<file path="src/rtl/fetch_pkg.sv">
// Shared types and constants for the instruction fetch stage.
// Pure declarations; no timing or flow-control behaviour of its own.
package fetch_pkg;

  localparam logic [31:0] RESET_PC_DEFAULT = 32'h0000_0000;
  localparam int          INST_W           = 32;
  localparam logic [INST_W-1:0] NOP_INST   = 32'h0000_0013;

  typedef enum logic [0:0] {
    RUN  = 1'b0,
    HALT = 1'b1
  } fetch_state_e;

  typedef struct packed {
    logic [31:0]       pc;
    logic [INST_W-1:0] inst;
  } fetch_entry_t;

  function automatic logic [31:0] pc_inc(input logic [31:0] pc);
    return pc + 32'd4;
  endfunction

  function automatic logic misaligned(input logic [31:0] pc);
    return pc[1:0] != 2'b00;
  endfunction

endpackage

</file>
<file path="src/rtl/instr_fetch_if.sv">
// Fetch-stage bus bundle: imem request/response, decode handoff, redirect and fault.
// master = fetch stage, slave = memory/decode/next-PC environment.
interface instr_fetch_if;

  logic        imem_req_valid;
  logic        imem_req_ready;
  logic [31:0] imem_req_addr;
  logic        imem_rsp_valid;
  logic [31:0] imem_rsp_data;
  logic        inst_valid;
  logic        inst_ready;
  logic [31:0] inst;
  logic [31:0] inst_pc;
  logic        redirect_valid;
  logic [31:0] redirect_pc;
  logic        fetch_fault;

  modport master (
    output imem_req_valid, imem_req_addr, inst_valid, inst, inst_pc, fetch_fault,
    input  imem_req_ready, imem_rsp_valid, imem_rsp_data, inst_ready,
           redirect_valid, redirect_pc
  );

  modport slave (
    input  imem_req_valid, imem_req_addr, inst_valid, inst, inst_pc, fetch_fault,
    output imem_req_ready, imem_rsp_valid, imem_rsp_data, inst_ready,
           redirect_valid, redirect_pc
  );

endinterface

</file>
<file path="src/rtl/fetch_fifo.sv">
// Synchronous FIFO of fetch entries with flush; head is a registered read, 1-cycle push-to-head.
// Push into a full FIFO and pop from an empty one are ignored; flush overrides both.
module fetch_fifo
  import fetch_pkg::*;
#(
  parameter int           DEPTH     = 2,
  parameter fetch_entry_t RST_ENTRY = '{pc: RESET_PC_DEFAULT, inst: NOP_INST},
  localparam int          AW        = $clog2(DEPTH),
  localparam int          CW        = AW + 1
) (
  input  logic         clk,
  input  logic         rst,
  input  logic         push,
  input  fetch_entry_t push_dat,
  input  logic         pop,
  input  logic         flush,
  output fetch_entry_t head,
  output logic [CW-1:0] count,
  output logic         full,
  output logic         empty
);

  fetch_entry_t  mem [DEPTH];
  logic [AW-1:0] wr_ptr;
  logic [AW-1:0] rd_ptr;
  logic          do_push;
  logic          do_pop;

  assign do_push = push && !full && !flush;
  assign do_pop  = pop && !empty && !flush;

  // Storage is cleared on reset so inst/inst_pc show NOP/RESET_PC before any fetch.
  always_ff @(posedge clk) begin
    if (rst) begin
      wr_ptr <= '0;
      rd_ptr <= '0;
      count  <= '0;
      for (int i = 0; i < DEPTH; i++) begin
        mem[i] <= RST_ENTRY;
      end
    end else if (flush) begin
      wr_ptr <= '0;
      rd_ptr <= '0;
      count  <= '0;
    end else begin
      if (do_push) begin
        mem[wr_ptr] <= push_dat;
        wr_ptr      <= wr_ptr + AW'(1);
      end
      if (do_pop) begin
        rd_ptr <= rd_ptr + AW'(1);
      end
      count <= count + CW'(do_push) - CW'(do_pop);
    end
  end

  assign head  = mem[rd_ptr];
  assign full  = (count == CW'(DEPTH));
  assign empty = (count == '0);

endmodule

</file>
<file path="src/rtl/instr_fetch.sv">
// Fetch stage: owns the PC, issues in-order word reads, buffers returns for decode (response visible 1 cycle later).
// Issue is throttled so in-flight + buffered never exceeds BUF_DEPTH; decode stalls simply hold the buffer head.
module instr_fetch
  import fetch_pkg::*;
#(
  parameter logic [31:0] RESET_PC  = RESET_PC_DEFAULT,
  parameter int          BUF_DEPTH = 2
) (
  input logic           clk,
  input logic           rst,
  instr_fetch_if.master bus
);

  localparam int CW = $clog2(BUF_DEPTH) + 1;

  fetch_state_e  state_q, state_d;
  logic [31:0]   fetch_pc_q, fetch_pc_d;
  logic [31:0]   rsp_pc_q, rsp_pc_d;
  logic [CW-1:0] outstanding_q, outstanding_d;
  logic [CW-1:0] drop_cnt_q, drop_cnt_d;

  logic [CW-1:0] fifo_count;
  logic          fifo_full;
  logic          fifo_empty;
  fetch_entry_t  head;
  fetch_entry_t  push_dat;

  logic req_valid;
  logic req_fire;
  logic rsp_seen;
  logic rsp_keep;
  logic push;
  logic inst_fire;
  logic flush;

  // A response only counts against outstanding if one was actually issued.
  assign rsp_seen = bus.imem_rsp_valid && (outstanding_q != '0);
  assign req_fire = req_valid && bus.imem_req_ready;
  assign push     = rsp_keep && !fifo_full;
  assign push_dat = '{pc: rsp_pc_q, inst: bus.imem_rsp_data};

  always_comb begin
    state_d       = state_q;
    fetch_pc_d    = fetch_pc_q;
    rsp_pc_d      = rsp_pc_q;
    drop_cnt_d    = drop_cnt_q;
    req_valid     = 1'b0;
    rsp_keep      = 1'b0;
    inst_fire     = 1'b0;
    flush         = 1'b0;

    case (state_q)
      RUN: begin
        req_valid = !rst && !bus.redirect_valid &&
                    ((int'(outstanding_q) + int'(fifo_count)) < BUF_DEPTH);
        inst_fire = !rst && !fifo_empty && bus.inst_ready;

        if (bus.redirect_valid) begin
          // Everything still in flight belongs to the old path, including a response landing now.
          flush      = 1'b1;
          drop_cnt_d = outstanding_q - CW'(rsp_seen);
          if (misaligned(bus.redirect_pc)) begin
            state_d = HALT;
          end else begin
            fetch_pc_d = bus.redirect_pc;
            rsp_pc_d   = bus.redirect_pc;
          end
        end else begin
          if (rsp_seen) begin
            if (drop_cnt_q != '0) begin
              drop_cnt_d = drop_cnt_q - CW'(1);
            end else begin
              rsp_keep = 1'b1;
              rsp_pc_d = pc_inc(rsp_pc_q);
            end
          end
          if (req_fire) begin
            fetch_pc_d = pc_inc(fetch_pc_q);
          end
        end
      end
      default: begin
        // HALT: nothing issues, nothing reaches decode, late responses fall on the floor.
        flush = 1'b1;
      end
    endcase
  end

  assign outstanding_d = outstanding_q + CW'(req_fire) - CW'(rsp_seen);

  always_ff @(posedge clk) begin
    if (rst) begin
      state_q       <= RUN;
      fetch_pc_q    <= RESET_PC;
      rsp_pc_q      <= RESET_PC;
      outstanding_q <= '0;
      drop_cnt_q    <= '0;
    end else begin
      state_q       <= state_d;
      fetch_pc_q    <= fetch_pc_d;
      rsp_pc_q      <= rsp_pc_d;
      outstanding_q <= outstanding_d;
      drop_cnt_q    <= drop_cnt_d;
    end
  end

  fetch_fifo #(
    .DEPTH     (BUF_DEPTH),
    .RST_ENTRY ('{pc: RESET_PC, inst: NOP_INST})
  ) u_fifo (
    .clk      (clk),
    .rst      (rst),
    .push     (push),
    .push_dat (push_dat),
    .pop      (inst_fire),
    .flush    (flush),
    .head     (head),
    .count    (fifo_count),
    .full     (fifo_full),
    .empty    (fifo_empty)
  );

  assign bus.imem_req_valid = req_valid;
  assign bus.imem_req_addr  = fetch_pc_q;
  assign bus.inst_valid     = !rst && (state_q == RUN) && !fifo_empty;
  assign bus.inst           = head.inst;
  assign bus.inst_pc        = head.pc;
  assign bus.fetch_fault    = (state_q == HALT);

endmodule

</file>
<file path="src/flat_wrapper.sv">
// flat-port wrapper written by rule: the top's interface ports become plain ports
module instr_fetch_flat import fetch_pkg::*;
#(
  parameter logic [31:0] RESET_PC  = RESET_PC_DEFAULT,
  parameter int          BUF_DEPTH = 2
)
  (clk, rst, bus_imem_req_valid, bus_imem_req_addr, bus_inst_valid, bus_inst, bus_inst_pc, bus_fetch_fault, bus_imem_req_ready, bus_imem_rsp_valid, bus_imem_rsp_data, bus_inst_ready, bus_redirect_valid, bus_redirect_pc);
  instr_fetch_if bus_i ();
  input logic clk;
  input logic rst;
  output wire logic [$bits(bus_i.imem_req_valid)-1:0] bus_imem_req_valid;
  output wire logic [$bits(bus_i.imem_req_addr)-1:0] bus_imem_req_addr;
  output wire logic [$bits(bus_i.inst_valid)-1:0] bus_inst_valid;
  output wire logic [$bits(bus_i.inst)-1:0] bus_inst;
  output wire logic [$bits(bus_i.inst_pc)-1:0] bus_inst_pc;
  output wire logic [$bits(bus_i.fetch_fault)-1:0] bus_fetch_fault;
  input wire logic [$bits(bus_i.imem_req_ready)-1:0] bus_imem_req_ready;
  input wire logic [$bits(bus_i.imem_rsp_valid)-1:0] bus_imem_rsp_valid;
  input wire logic [$bits(bus_i.imem_rsp_data)-1:0] bus_imem_rsp_data;
  input wire logic [$bits(bus_i.inst_ready)-1:0] bus_inst_ready;
  input wire logic [$bits(bus_i.redirect_valid)-1:0] bus_redirect_valid;
  input wire logic [$bits(bus_i.redirect_pc)-1:0] bus_redirect_pc;
  assign bus_imem_req_valid = bus_i.imem_req_valid;
  assign bus_imem_req_addr = bus_i.imem_req_addr;
  assign bus_inst_valid = bus_i.inst_valid;
  assign bus_inst = bus_i.inst;
  assign bus_inst_pc = bus_i.inst_pc;
  assign bus_fetch_fault = bus_i.fetch_fault;
  assign bus_i.imem_req_ready = bus_imem_req_ready;
  assign bus_i.imem_rsp_valid = bus_imem_rsp_valid;
  assign bus_i.imem_rsp_data = bus_imem_rsp_data;
  assign bus_i.inst_ready = bus_inst_ready;
  assign bus_i.redirect_valid = bus_redirect_valid;
  assign bus_i.redirect_pc = bus_redirect_pc;
  instr_fetch #(.RESET_PC(RESET_PC), .BUF_DEPTH(BUF_DEPTH)) u_core (.clk(clk), .rst(rst), .bus(bus_i));
endmodule
</file>
<file path="config.mk">
export PLATFORM = sky130hd
export DESIGN_NAME = instr_fetch_flat
export DESIGN_NICKNAME = d
export VERILOG_FILES = /design/src/rtl/fetch_pkg.sv /design/src/rtl/instr_fetch_if.sv /design/src/rtl/fetch_fifo.sv /design/src/rtl/instr_fetch.sv /design/src/flat_wrapper.sv
export SDC_FILE = /design/constraint.sdc
export NUM_CORES = 1
export LEC_CHECK = 0
export ABC_CLOCK_PERIOD_IN_PS = 5100
export CAP_MARGIN = 25
export CORE_MARGIN = 4
export CORE_UTILIZATION = 40
export DETAILED_ROUTE_END_ITERATION = 7
export GPL_TIMING_DRIVEN = 0
export PLACE_DENSITY = 0.67
export SYNTH_ARGS = -nofsm -noshare
export SYNTH_HDL_FRONTEND = slang
export SYNTH_SLANG_ARGS = --single-unit
</file>
<file path="constraint.sdc">
create_clock -name clk -period 5.1 [get_ports clk]
set_input_delay 0.765 -clock clk [delete_from_list [all_inputs] [get_ports clk]]
set_output_delay 0.765 -clock clk [all_outputs]
set_load 0.005 [all_outputs]
</file>
---- Word level (Yosys, flattened, before mapping) ----
Memory sizes are Yosys's and may differ from the RTL's. A register that Yosys moved wholly into a read port is not among the register bits.
Index checks and enable logic that the tools add are counted.
W data, S select, Z words.
cells by class
  add/subtract/negate cells ............... 11
  magnitude comparators ................... 1
  eq/ne operators ......................... 3
  muxes and demuxes ....................... 31
  bitwise operators ....................... 1
  reductions and logical operators ........ 30
operator list
  kind                     number
  $mux W32                 6
  $add A32 B3 Y32 const B  2
  $mux W64                 1
  $reduce_or A64 Y1        1
  $lt A32 B3 Y1 const B    1
  $mux W1                  21
  $logic_and A1 B1 Y1      13
  $reduce_bool A2 Y1       6
  $mux W2                  3
  $reduce_and A3 Y1        2
  $sub A2 B1 Y2            3
  $logic_not A1 Y1         5
  $add A2 B1 Y2            2
  $ne A2 B2 Y1 const B     2
  $reduce_and A4 Y1        1
  $add A2 B2 Y3            1
  $add A1 B1 Y1 const B    2
  $eq A2 B2 Y1 const B     1
  $logic_not A2 Y1         1
  $reduce_or A2 Y1         1
  $sub A2 B1 Y2 const B    1
  $not A1 Y1               1
storage, ports and cells
  register bits after elaboration ......... 73
  memory bits (writable) .................. 128
  bits of input ports ..................... 70
  word-level logic and storage cells ...... 86
  memories kept ........................... 1
memory list
  name               words  width  rd ports  clocked after memory_dff  write ports  RTL line          text
  u_core.u_fifo.mem  2      64     1         1                         2            fetch_fifo.sv:23  fetch_entry_t mem [DEPTH];

---- Depth between registers and ports, before layout ----
Gate-level depths: netlist of the first run.
  depth in word-level cells ............... 14
  depth in mapped cells ................... 11
  gate-level depth less buffers ........... 11

---- By module ----
Synthesis of the first run repeated with hierarchy kept, for this count alone.
unflattened totals
  cells, all modules ...................... 923
  area, all modules ....................... 10037.1 um^2
by module, submodules not included
  module       instances  cells each  area each (um^2)  sequential area each (um^2)
  fetch_fifo   1          373         5775.5            3943.8
  instr_fetch  1          550         4261.6            1381.3

---- Worst setup path after synthesis of the first run ----
Ideal clock, no wire load.
  path type ............................... input -> register
  start point ............................. input bus_redirect_valid
  end point ............................... memory u_core.u_fifo.mem[0][0] (netlist bit) (enable)
  setup time .............................. 499 ps
  arrival time ............................ 4497 ps
  required time ........................... 4601 ps
  path slack .............................. 103 ps
  cell stages on the path ................. 4
  path buffers ............................ 0
  cell sequence ........................... nand2b_1 -> nor3_2 -> o21ai_2 -> o21bai_1
RTL lines
  what         RTL line            text
  from (decl)  flat_wrapper.sv:21  input wire logic [$bits(bus_i.redirect_valid)-1:0] bus_redirect_valid;
  to (decl)    fetch_fifo.sv:23

---- Worst setup path after layout of the first run ----
  start point ............................. input bus_redirect_valid
  end point ............................... output bus_imem_req_valid
between the ends
  longest elaborated chain between the ends .. 4
ends and longest elaborated chain
  what                              RTL line            text
  $logic_not A1 Y1                  instr_fetch.sv:54   req_valid = !rst && !bus.redirect_valid &&
  $logic_and A1 B1 Y1 (2 in a row)  instr_fetch.sv:54
  $mux W1                           instr_fetch.sv:52   case (state_q)
  to (decl)                         flat_wrapper.sv:11  output wire logic [$bits(bus_i.imem_req_valid)-1:0] bus_imem_req_valid;
Every way passes these cells.

==> results of run 1 <==
per-stage QoR:
stage	utilization	instance area [um^2]	setup slack [ns]	power (uW)	setup TNS, ns
after global placement	0.494	12100	-2.54	2580	-323.61
final	0.529	12900	0.877	4190	0
after CTS	0.529	12900	0.904	4220	0
after detailed placement	0.498	12200	0.903	2590	0
after global routing	0.529	12900	0.667	4360	0
after floorplan	-	9990	0.103	2260	0
layer usage:
layer / GRT usage / vias up / routed length (um)
li1: - / 3795 / -
met1: 0.275 / 3805 / 12600
met2: 0.324 / 384 / 13100
met3: 0.0269 / 57 / 1960
met4: 0.0599 / 0 / 726
met5: 0 / - / 0
flip-flops by register name (all words and copies together), names as in the netlist, named ones only:
register and flops:
u_core.bus.fetch_fault 1, u_core.bus.imem_req_addr 32, u_core.drop_cnt_q 2, u_core.outstanding_q 2
u_core.rsp_pc_q 32, u_core.u_fifo.count 2, u_core.u_fifo.mem 128, u_core.u_fifo.rd_ptr 1
u_core.u_fifo.wr_ptr 1
synth_stat cells (8+ instances only):
master      n  share of area
dfxtp_1    74           0.15
a22oi_1    11         0.0083
nand3_1    35          0.018
a21oi_1    37          0.019
nand2_1    50          0.019
and3_1     15         0.0094
nor2b_1     8         0.0050
inv_1      15         0.0056
clkbuf_2   12         0.0060
and2_1    129          0.081
nand4_1    21          0.013
clkbuf_1   32          0.012
nor2_1     70          0.026
o21ai_0    38          0.019
edfxtp_1  128           0.38
a31oi_1    16          0.010
nand2b_1    9         0.0056
mux2_2     64          0.072
nor3_1     10         0.0050
cell usage in the layout (no fill, tap or decap), types with 4 or more instances in the layout:
cell type | netlist | routed
dfxtp_1 | 74 | 74
o41ai_1 | 5 | 5
a22o_1 | 7 | 7
ha_1 | 7 | 7
nand3_1 | 35 | 35
nand2_1 | 50 | 50
nor2_1 | 70 | 70
buf_2 | 7 | 7
o31ai_1 | 7 | 7
a31oi_1 | 16 | 16
clkdlybuf4s50_1 | 0 | 168
mux2_2 | 64 | 64
a21oi_1 | 37 | 37
nor4_1 | 6 | 6
a22oi_1 | 11 | 11
inv_1 | 15 | 15
or4_1 | 5 | 5
a21o_1 | 7 | 7
a211oi_1 | 6 | 6
nor3_1 | 10 | 10
and3_1 | 15 | 15
nand2b_1 | 9 | 9
and2_1 | 129 | 129
nor2b_1 | 8 | 8
clkbuf_16 | 0 | 24
a311oi_1 | 4 | 4
or3_1 | 4 | 4
clkbuf_2 | 12 | 12
nand4_1 | 21 | 21
o21ai_0 | 38 | 38
edfxtp_1 | 128 | 128
clkbuf_1 | 32 | 40
xor2_1 | 7 | 7
mux2i_1 | 7 | 7
a221oi_1 | 7 | 7
power by group:
group	leakage, uW	total (uW)	internal (uW)	switching, uW
sequential	0.00190	1930	1850	74.8
combinational	0.00238	635	306	329
clock	0.000356	1630	973	658
total	0.00464	4190	3130	1060
cell families (layout without fill, tap and decap cells):
kind of cell	count (synthesis)	in the layout
xor+xnor	10	10
buf+inv	69	283
compound gates	176	176
flops	202	202
simple gates	386	386
fa+ha+maj	8	8
mux	71	71
worst paths after layout:
| path | start | slack (ns) | depth (start not counted) | to |
|---|---|---|---|---|
| setup / recovery | bus_redirect_valid | 0.88 | 7 | bus_imem_req_valid |
| hold / removal | u_core.bus.imem_req_addr[1] | 0.46 | 1 | u_core.bus.imem_req_addr[1] |
| setup reg to reg | u_core.drop_cnt_q[0] | 1.98 | 8 | u_core.u_fifo.mem[0][28] |
| hold reg to reg | u_core.bus.imem_req_addr[1] | 0.46 | 1 | u_core.bus.imem_req_addr[1] |
worst max-delay path, cell delays in order:
cell and delay [ns]:
clkdlybuf4s50_1 0.54, clkbuf_1 0.30, clkbuf_1 0.36, nor2_1 0.50, nand2_1 0.27, nor3_1 0.19
clkdlybuf4s50_1 0.53
final cells by class:
cell class	count	area (um^2)
repair buffers	172	1780
fillers	2159	11500
inverters	15	56.3
well taps	324	405
plain buffers	54	226
clock inverters	9	100
multi-input cells	651	4400
clock buffers	33	638
flip-flops and latches	202	5330
==> summary.md, run 1 <==
| Metric | Value |
|---|---|
| Final Hold Fails | 0 |
| RSZ-0062 raised after global routing | no |
| Max-Cap Viols | 0 |
| Share of cells above drive strength 1 | 0.129 |
| Synth Area in Compound Gates | 0.118 |
| Synth warnings | 0 |
| CTS tree | yes |
| Root Buffer | clkbuf_16 |
| Via-per-instance ratio | 5.51 |
| Worst hold margin | 0.460 ns |
| VDD IR-drop max | 0.193 mV |
| Mapped Cells | 922 |
| Area Growth Syn to Fin | 29.5% |
| Final Slew Violations | 0 |
| Critical Path RT | 4.34 ns |
| Critical path launch point type | input pin |
| Post-Layout Cell Count | 1460 |
| Tightest Pin Transition | 0.988 ns |
| IO Port Bufs | 168 |
| Syn_nets | 1000 |
| Num CTS Buffers | 23 |
| Drt wl/cell | 19.5 um |
| Fmax | 0.237 GHz |
| Crit Path Max Fanout | 10 |
| H-tree Lvls | 1 |
| Clock slew at reported path FFs | 0.05 ns |
| Worst Hold Class | reg -> reg |
| HPWL after DPL | 20400 um |
| Cell Area, Synth | 0.00999 mm^2 |
| Row count | 57 |
| Post-synth EDFFs | 128 |
| Post-route clock period utilization | 0.828 |
| Yosys cell types | 72 |
| N_diodes | 0 |
| Post-Synth Simple-Gate Area | 0.222 |
| GRT overflow | 0 |
| Seq/Total Area, Yosys | 0.533 |
| LEAKAGE | 0.00464 uW |
| CTS sink cnt | 202 |
| Routed Antenna Nets | 0 |
| Detailed-route via count | 8041 |
| # Post-CTS Setup Buffers | 0 |
| Global-route wire length before repair | 44200 um |
| Fin crit period | 4.22 ns |
| Adder-cell share of the synthesized area | 0.0108 |
| Combinational family with the most area after synthesis | simple AND/OR/NAND/NOR gates |
| Core area | 0.0245 mm^2 |
| Number of synthesized register bits | 202 |
| Initial antenna violation count | 0 |
| Total GRT Usage | 0.198 |
| Largest net degree at the start of global routing | 24 |
| DIE WIDTH | 166 um |
| Vias in the first global route | 7882 |
| DRC violations left | 0 |
| RD Place Congestion | 0.941 |
| Mux cell area share after synthesis | 0.0792 |
| Critical path arrival | 3.46 ns |
| Die height | 166 um |
| I/O pin count | 169 |
| PostCTS Resize Cnt | 0 |
| Main synth FF type | edfxtp_1 |
| Setup-failing EPs final | 0 |
| Starting Density | 0.408 |
| Outcome | completed |
| Hold_buf cts | 0 |
| Setup crit end kind | output port |
| Inst Count DP | 1418 |
| Syn avg cell area | 10.8 um^2 |
| Pre-antenna DRT Iters | 7 |
| # nets final | 1197 |
| Clk_lat worst skew | 0.51 ns |
| DRT iter0 DRCs | 733 |
| Relative slew slack | 0.335 |
| PwrDens | 324 mW/mm^2 |
| Clk_skew | 0.0138 ns |
| Share of flip-flops with an asynchronous set or reset | 0 |
| Clock Path Buffers | 3 |
| Post-Synth XOR/XNOR Area | 0.00877 |
| Total die area | 0.0276 mm^2 |
| Setup CP Type | in -> out |
| Routed WL | 28500 um |
(Power assumes the default switching activity.)
==> run 2: changes to the inputs <==
--- a/config.mk
+++ b/config.mk
@@ -5,7 +5,7 @@
 export SDC_FILE = /design/constraint.sdc
 export NUM_CORES = 1
 export LEC_CHECK = 0
-export ABC_CLOCK_PERIOD_IN_PS = 5100
+export ABC_CLOCK_PERIOD_IN_PS = 3430
 export CAP_MARGIN = 25
 export CORE_MARGIN = 4
 export CORE_UTILIZATION = 40
==> constraint.sdc (replaced) <==
create_clock -name clk -period 3.43 [get_ports clk]
set_input_delay 0.5145 -clock clk [delete_from_list [all_inputs] [get_ports clk]]
set_output_delay 0.5145 -clock clk [all_outputs]
set_load 0.005 [all_outputs]
==> run 2 against run 1 <==
Net effect: via count is 0.97% higher; sequential cell count is the same; sequential power up 48%; routed wire length barely moved; die area is the same; final area is essentially flat; clock skew is 0.00060 ns lower; sequential share of layout area hardly changed; final cell count is essentially flat; clock power is 49% higher; largest power group unchanged; non-clock buffer count shrank 1; register-to-register slack worse by 1.7 ns; critical path type unchanged.
==> summary.md, run 2 (synthesized netlist as in run 1, its figures left out) <==
| Metric | Value |
|---|---|
| Tightest Pin Transition | 0.976 ns |
| Setup CP Type | in -> out |
| Most frequent cells in the layout | clkdlybuf4s50_1, and2_1, edfxtp_1 |
| Met3 WL | 2100 um |
| Clk_lat worst skew | 0.51 ns |
| Root Buffer | clkbuf_16 |
| RD Place Congestion | 0.941 |
| I/O pin count | 169 |
| CTS sink cnt | 202 |
| GRT overflow | 0 |
| Routed Antenna Nets | 0 |
| Share of cells above drive strength 1 | 0.133 |
| CP Depth | 5 |
| N_diodes | 0 |
| CTS tree | yes |
| Pre-antenna DRT Iters | 5 |
| Most common library cell in the layout ignoring fill and taps | clkdlybuf4s50_1 |
| CP startpoint | rst |
| Top reg by flops | u_core.u_fifo.mem |
| # nets final | 1196 |
| Max FFs per register | 128 |
| Global-route wire length before repair | 44200 um |
| R2R Path End | u_core.u_fifo.mem[0][27] |
| Via-per-instance ratio | 5.56 |
| Worst-path cell chain | clkdlybuf4s50_1, clkbuf_1, clkbuf_2, nor3_1, clkdlybuf4s50_1 |
| Total die area | 0.0276 mm^2 |
| Max Used Layer | met4 |
| Buffers & Inverters on Critical Path | 4 |
| Area Growth Syn to Fin | 29.5% |
| Vias in the first global route | 7869 |
| Reg2Reg Setup Slack | 0.33 ns |
| Routed WL | 28400 um |
| VDD IR-drop max | 0.288 mV |
| Family with the most delay on the worst path | buffers and inverters |
| Die height | 166 um |
| IO Port Bufs | 168 |
| Total negative slack | 0 ns |
| # Post-CTS Setup Buffers | 0 |
| Starting Density | 0.408 |
| Final Slew Violations | 0 |
| Total Power | 6240 uW |
| Clock Path Buffers | 3 |
| Crit Path Max Fanout | 10 |
| CP peak stage delay | 0.76 ns |
| PwrDens | 482 mW/mm^2 |
| Detailed-route via count | 8119 |
| Final Hold Fails | 0 |
| H-tree Lvls | 1 |
| Fin crit period | 3.23 ns |
| Largest net degree at the start of global routing | 24 |
| Max-Cap Viols | 0 |
| Drt wl/cell | 19.5 um |
| LEAKAGE | 0.00465 uW |
| Slowest cell on crit path | clkdlybuf4s50_1 |
| Post-route clock period utilization | 0.941 |
| Num CTS Buffers | 23 |
| Worst Hold End | u_core.bus.imem_req_addr[1] |
| R2r startpoint | u_core.drop_cnt_q[0] |
| Fmax | 0.310 GHz |
| Clk_skew | 0.0132 ns |
| Post-Layout Cell Count | 1459 |
| DRT iter0 DRCs | 785 |
| Met1 WL | 12600 um |
| Setup-failing EPs final | 0 |
| Most used cell along the critical path | clkdlybuf4s50_1 |
| Hold Startpoint | u_core.bus.imem_req_addr[1] |
| Outcome | completed |
| Inst Count DP | 1418 |
| Relative slew slack | 0.344 |
| R2R cell count | 8 |
| Row count | 57 |
| Critical Path RT | 2.92 ns |
| RSZ-0062 raised after global routing | no |
| Met2 WL | 13100 um |
| DRC violations left | 0 |
| Initial antenna violation count | 0 |
| Worst Hold Class | reg -> reg |
| DIE WIDTH | 166 um |
| Critical path arrival | 2.71 ns |
| HPWL after DPL | 20400 um |
| Total GRT Usage | 0.198 |
| Critical path launch point type | input pin |
| Setup crit end kind | output port |
| Worst hold stages | 1 |
| Clock slew at reported path FFs | 0.05 ns |
| Core area | 0.0245 mm^2 |
-- run 2: how the worst max path moves through the flow --
stage	to	slack (ns)
detailed placement	u_core.u_fifo.mem[0][28]	-0.31
global route	u_core.u_fifo.mem[0][59]	0.02
finish	bus_inst_valid	0.20
floorplan	u_core.u_fifo.mem[0][0]	-1.32
global placement	u_core.u_fifo.mem[1][30]	-3.96
CTS	bus_imem_req_valid	0.10
-- run 2: where the power goes --
group | switching [uW] | leakage, uW | total, uW | internal, uW
combinational | 489 | 0.00239 | 945 | 455
clock | 985 | 0.000356 | 2430 | 1450
sequential | 110 | 0.00190 | 2860 | 2750
total | 1580 | 0.00465 | 6240 | 4650
-- run 2: timing repair --
item	in CTS	in global routing
hold endpoints to repair	0	0
resized for setup	4	4
hold buffers	0	0
endpoints found under the setup margin	2	2
-- run 2: final cells by class --
cell class              count  area [um^2]
repair buffers            172         1780
multi-input cells         651         4410
clock buffers              33          638
clock inverters             9          100
flip-flops and latches    202         5330
fillers                  2162        11500
inverters                  15         56.3
well taps                 324          405
plain buffers              53          226
-- run 2: per-stage QoR --
stage	setup slack (ns)	utilization	area, um^2	hold slack, ns
floorplan	-1.32	-	9990	0.435
global placement	-3.96	0.494	12100	0.445
detailed placement	-0.311	0.498	12200	0.451
CTS	0.102	0.529	12900	0.467
global route	0.0231	0.529	12900	0.495
finish	0.202	0.529	12900	0.460
-- run 2: per-layer routing --
layer,vias to the layer above,track usage
met5,-,0
met4,0,0.0581
met3,57,0.0269
met2,394,0.324
met1,3868,0.276
li1,3800,-
==> run 3: changes to the inputs <==
--- a/config.mk
+++ b/config.mk
@@ -14,4 +14,5 @@
 export PLACE_DENSITY = 0.67
 export SYNTH_ARGS = -nofsm -noshare
 export SYNTH_HDL_FRONTEND = slang
+export SYNTH_HIERARCHICAL = 1
 export SYNTH_SLANG_ARGS = --single-unit
==> run 3 against run 2 <==
Net effect: sequential power down 1%; final cell count decreased by 0.27%; routed wire length down 1.1%; clock skew is 0.0051 ns lower; utilization fell by 0.33 points; total power down 4.7%; area after synthesis grew 0.50%; critical path depth unchanged; synthesized cell count grew 0.11%; first-iteration DRC count is 13% lower; worst hold slack better by 0.031 ns; critical path type is now reg -> out; largest power group unchanged.
==> summary.md, run 3 <==
| Metric | Value |
|---|---|
| Clk_lat worst skew | 0.50 ns |
| Syn avg cell area | 10.9 um^2 |
| Hold Startpoint | u_core/bus.imem_req_addr[1] |
| Syn_nets | 1002 |
| Num CTS Buffers | 22 |
| Max FFs per register | 128 |
| Area Growth Syn to Fin | 28.5% |
| GRT overflow | 0 |
| Yosys cell types | 69 |
| Outcome | completed |
| R2r startpoint | u_core/u_fifo/count[0] |
| Core area | 0.0245 mm^2 |
| Place WS | -0.106 ns |
| DRC violations left | 0 |
| Critical Path RT | 2.92 ns |
| Clock power frac | 0.394 |
| Die height | 166 um |
| Most frequent cells in the layout | clkdlybuf4s50_1, and2_1, edfxtp_1 |
| Critical path arrival | 2.80 ns |
| DRT iter0 DRCs | 684 |
| Detailed-route via count | 8069 |
| Mapped Cells | 923 |
| Number of synthesized register bits | 202 |
| Initial antenna violation count | 0 |
| Most common library cells after synthesis | and2_1, edfxtp_1, dfxtp_1 |
| Main synth FF type | edfxtp_1 |
| RD Place Congestion | 0.902 |
| Synth top area share | 0.383 |
| Worst Hold Class | reg -> reg |
| Via-per-instance ratio | 5.55 |
| Total GRT Usage | 0.194 |
| Fin crit period | 3.32 ns |
| Post-route clock period utilization | 0.967 |
| Setup crit end kind | output port |
| Comb pwr share | 0.132 |
| Seq/Total Area, Yosys | 0.531 |
| Relative slew slack | 0.375 |
| Switching share of power | 0.248 |
| I/O pin count | 169 |
| Cell taking the most area after synthesis | edfxtp_1 |
| PwrDens | 461 mW/mm^2 |
| Max Used Layer | met4 |
| Routed WL | 28100 um |
| RSZ-0062 raised after global routing | no |
| Synth area leaders | edfxtp_1, dfxtp_1, and2_1 |
| Pre-antenna DRT Iters | 5 |
| Met2 WL | 12700 um |
| Share of flip-flops with an asynchronous set or reset | 0 |
| Final Hold Fails | 0 |
| Met1 WL | 12700 um |
| Top reg by flops | u_core/u_fifo/mem |
| Share of cells above drive strength 1 | 0.125 |
| Synth warnings | 6 |
| Fmax | 0.301 GHz |
| Cell Area, Synth | 0.0100 mm^2 |
| Critical path launch point type | flip-flop |
| VDD IR-drop max | 0.244 mV |
| Crit Path Max Fanout | 6 |
| Setup-failing EPs final | 0 |
| Post-synth EDFFs | 128 |
| Post-route cell area | 0.0129 mm^2 |
| Drt wl/cell | 19.3 um |
| PostCTS Resize Cnt | 0 |
| Most common library cell in the layout ignoring fill and taps | clkdlybuf4s50_1 |
| Row count | 57 |
| Setup CP Type | reg -> out |
| # nets final | 1195 |
| H-tree Lvls | 1 |
| Sequential share of power | 0.474 |
| Global-route wire length before repair | 43700 um |
| Vias in the first global route | 7803 |
| HPWL after DPL | 19600 um |
| CP startpoint | u_core/u_fifo/count[0] |
| LEAKAGE | 0.00457 uW |
| Total die area | 0.0277 mm^2 |
| IO Port Bufs | 167 |
| Clk_skew | 0.00812 ns |
| Tightest Pin Transition | 0.937 ns |
| N_diodes | 0 |
| Max-Cap Viols | 0 |
| Hold_buf cts | 0 |
| Final Slew Violations | 0 |
| CTS tree | yes |
| Internal power | 4470 uW |
| Placed Area | 0.0122 mm^2 |
| DIE WIDTH | 166 um |
| CTS sink cnt | 202 |
| Slack of the critical path | 0.112 ns |
| P_sw | 1480 uW |
| # Post-CTS Setup Buffers | 0 |
| Root Buffer | clkbuf_16 |
| Starting Density | 0.409 |
| Routed Antenna Nets | 0 |
| Top-count cell post-synth | and2_1 |
| Clock Path Buffers | 3 |
| Met3 WL | 2220 um |
| Clock slew at reported path FFs | 0.06 ns |
| Largest net degree at the start of global routing | 65 |
run 3: cell count changes in the layout (fill, tap and decap cells not counted), sizes merged, moves of 5 or more:
cell / change
o31ai: +6
and3: -6
a21oi: +7
nand3: -17
and4: +6
buf: +9
clkbuf: -5
a22o: -5
o22ai: +8
nor2b: -5
nand2: -5
nor2: -15
mux2i: +5
run 3: path summary, 6_finish.rpt:
path | to | slack (ns) | cells past startpoint
max | bus_imem_req_valid | 0.11 | 5
min | u_core/bus.imem_req_addr[1] | 0.49 | 1
max reg2reg | u_core/bus.imem_req_addr[25] | 0.37 | 7
min reg2reg | u_core/bus.imem_req_addr[1] | 0.49 | 1
run 3: cell families (layout without fill, tap and decap cells):
logic type,after synthesis,in the layout,share of synthesized area
AOI/OAI and AO/OA,195,195,0.127
xor gates and xnor gates,5,5,0.00436
adders and majority gates,9,9,0.0120
buffers and inverters,84,292,0.0376
DFF,202,202,0.531
muxes,76,76,0.0838
and+or+nand+nor,352,352,0.204
run 3: through the flow:
stage               cells  power (uW)  utilization  hold WS [ns]  TNS [ns]
CTS                  1455        5990        0.525         0.488         0
global placement     1414        3630        0.494         0.464    -88.79
floorplan             923        3250            -         0.449         0
finish               1455        5950        0.526         0.491         0
detailed placement   1416        3640        0.496         0.480    -0.902
global route         1455        6200        0.526         0.497         0
run 3: final cells by class:
| cell class | instances | area (um^2) |
|---|---|---|
| clock buffer | 28 | 604 |
| sequential | 202 | 5330 |
| timing repair buffer | 169 | 1710 |
| fill | 2200 | 11600 |
| clock inverter | 11 | 111 |
| buffer | 64 | 303 |
| multi-input combinational | 637 | 4360 |
| inverter | 20 | 75.1 |
| tap | 324 | 405 |
run 3: worst max-delay path: stages (launching register included):
cell,delay (ns)
dfxtp_1,0.39
and2_1,0.16
fa_1,0.42
nor3_2,0.60
and2_1,0.23
clkdlybuf4s50_1,0.50
run 3: power groups by stage:
stage / Clock [uW] / Sequential [uW] / Combinational, uW
2_1_floorplan: 0 / 2840 / 408
3_3_place_gp: 0 / 2870 / 757
3_5_place_dp: 0 / 2870 / 773
4_1_cts: 2390 / 2820 / 779
5_1_grt: 2510 / 2840 / 853
6_report: 2340 / 2820 / 784
run 3: layer usage:
layer  up-vias  global-route usage
met2       431               0.305
met1      3791               0.276
li1       3797                   -
met3        50              0.0357
met4         0              0.0548
met5         -                   0
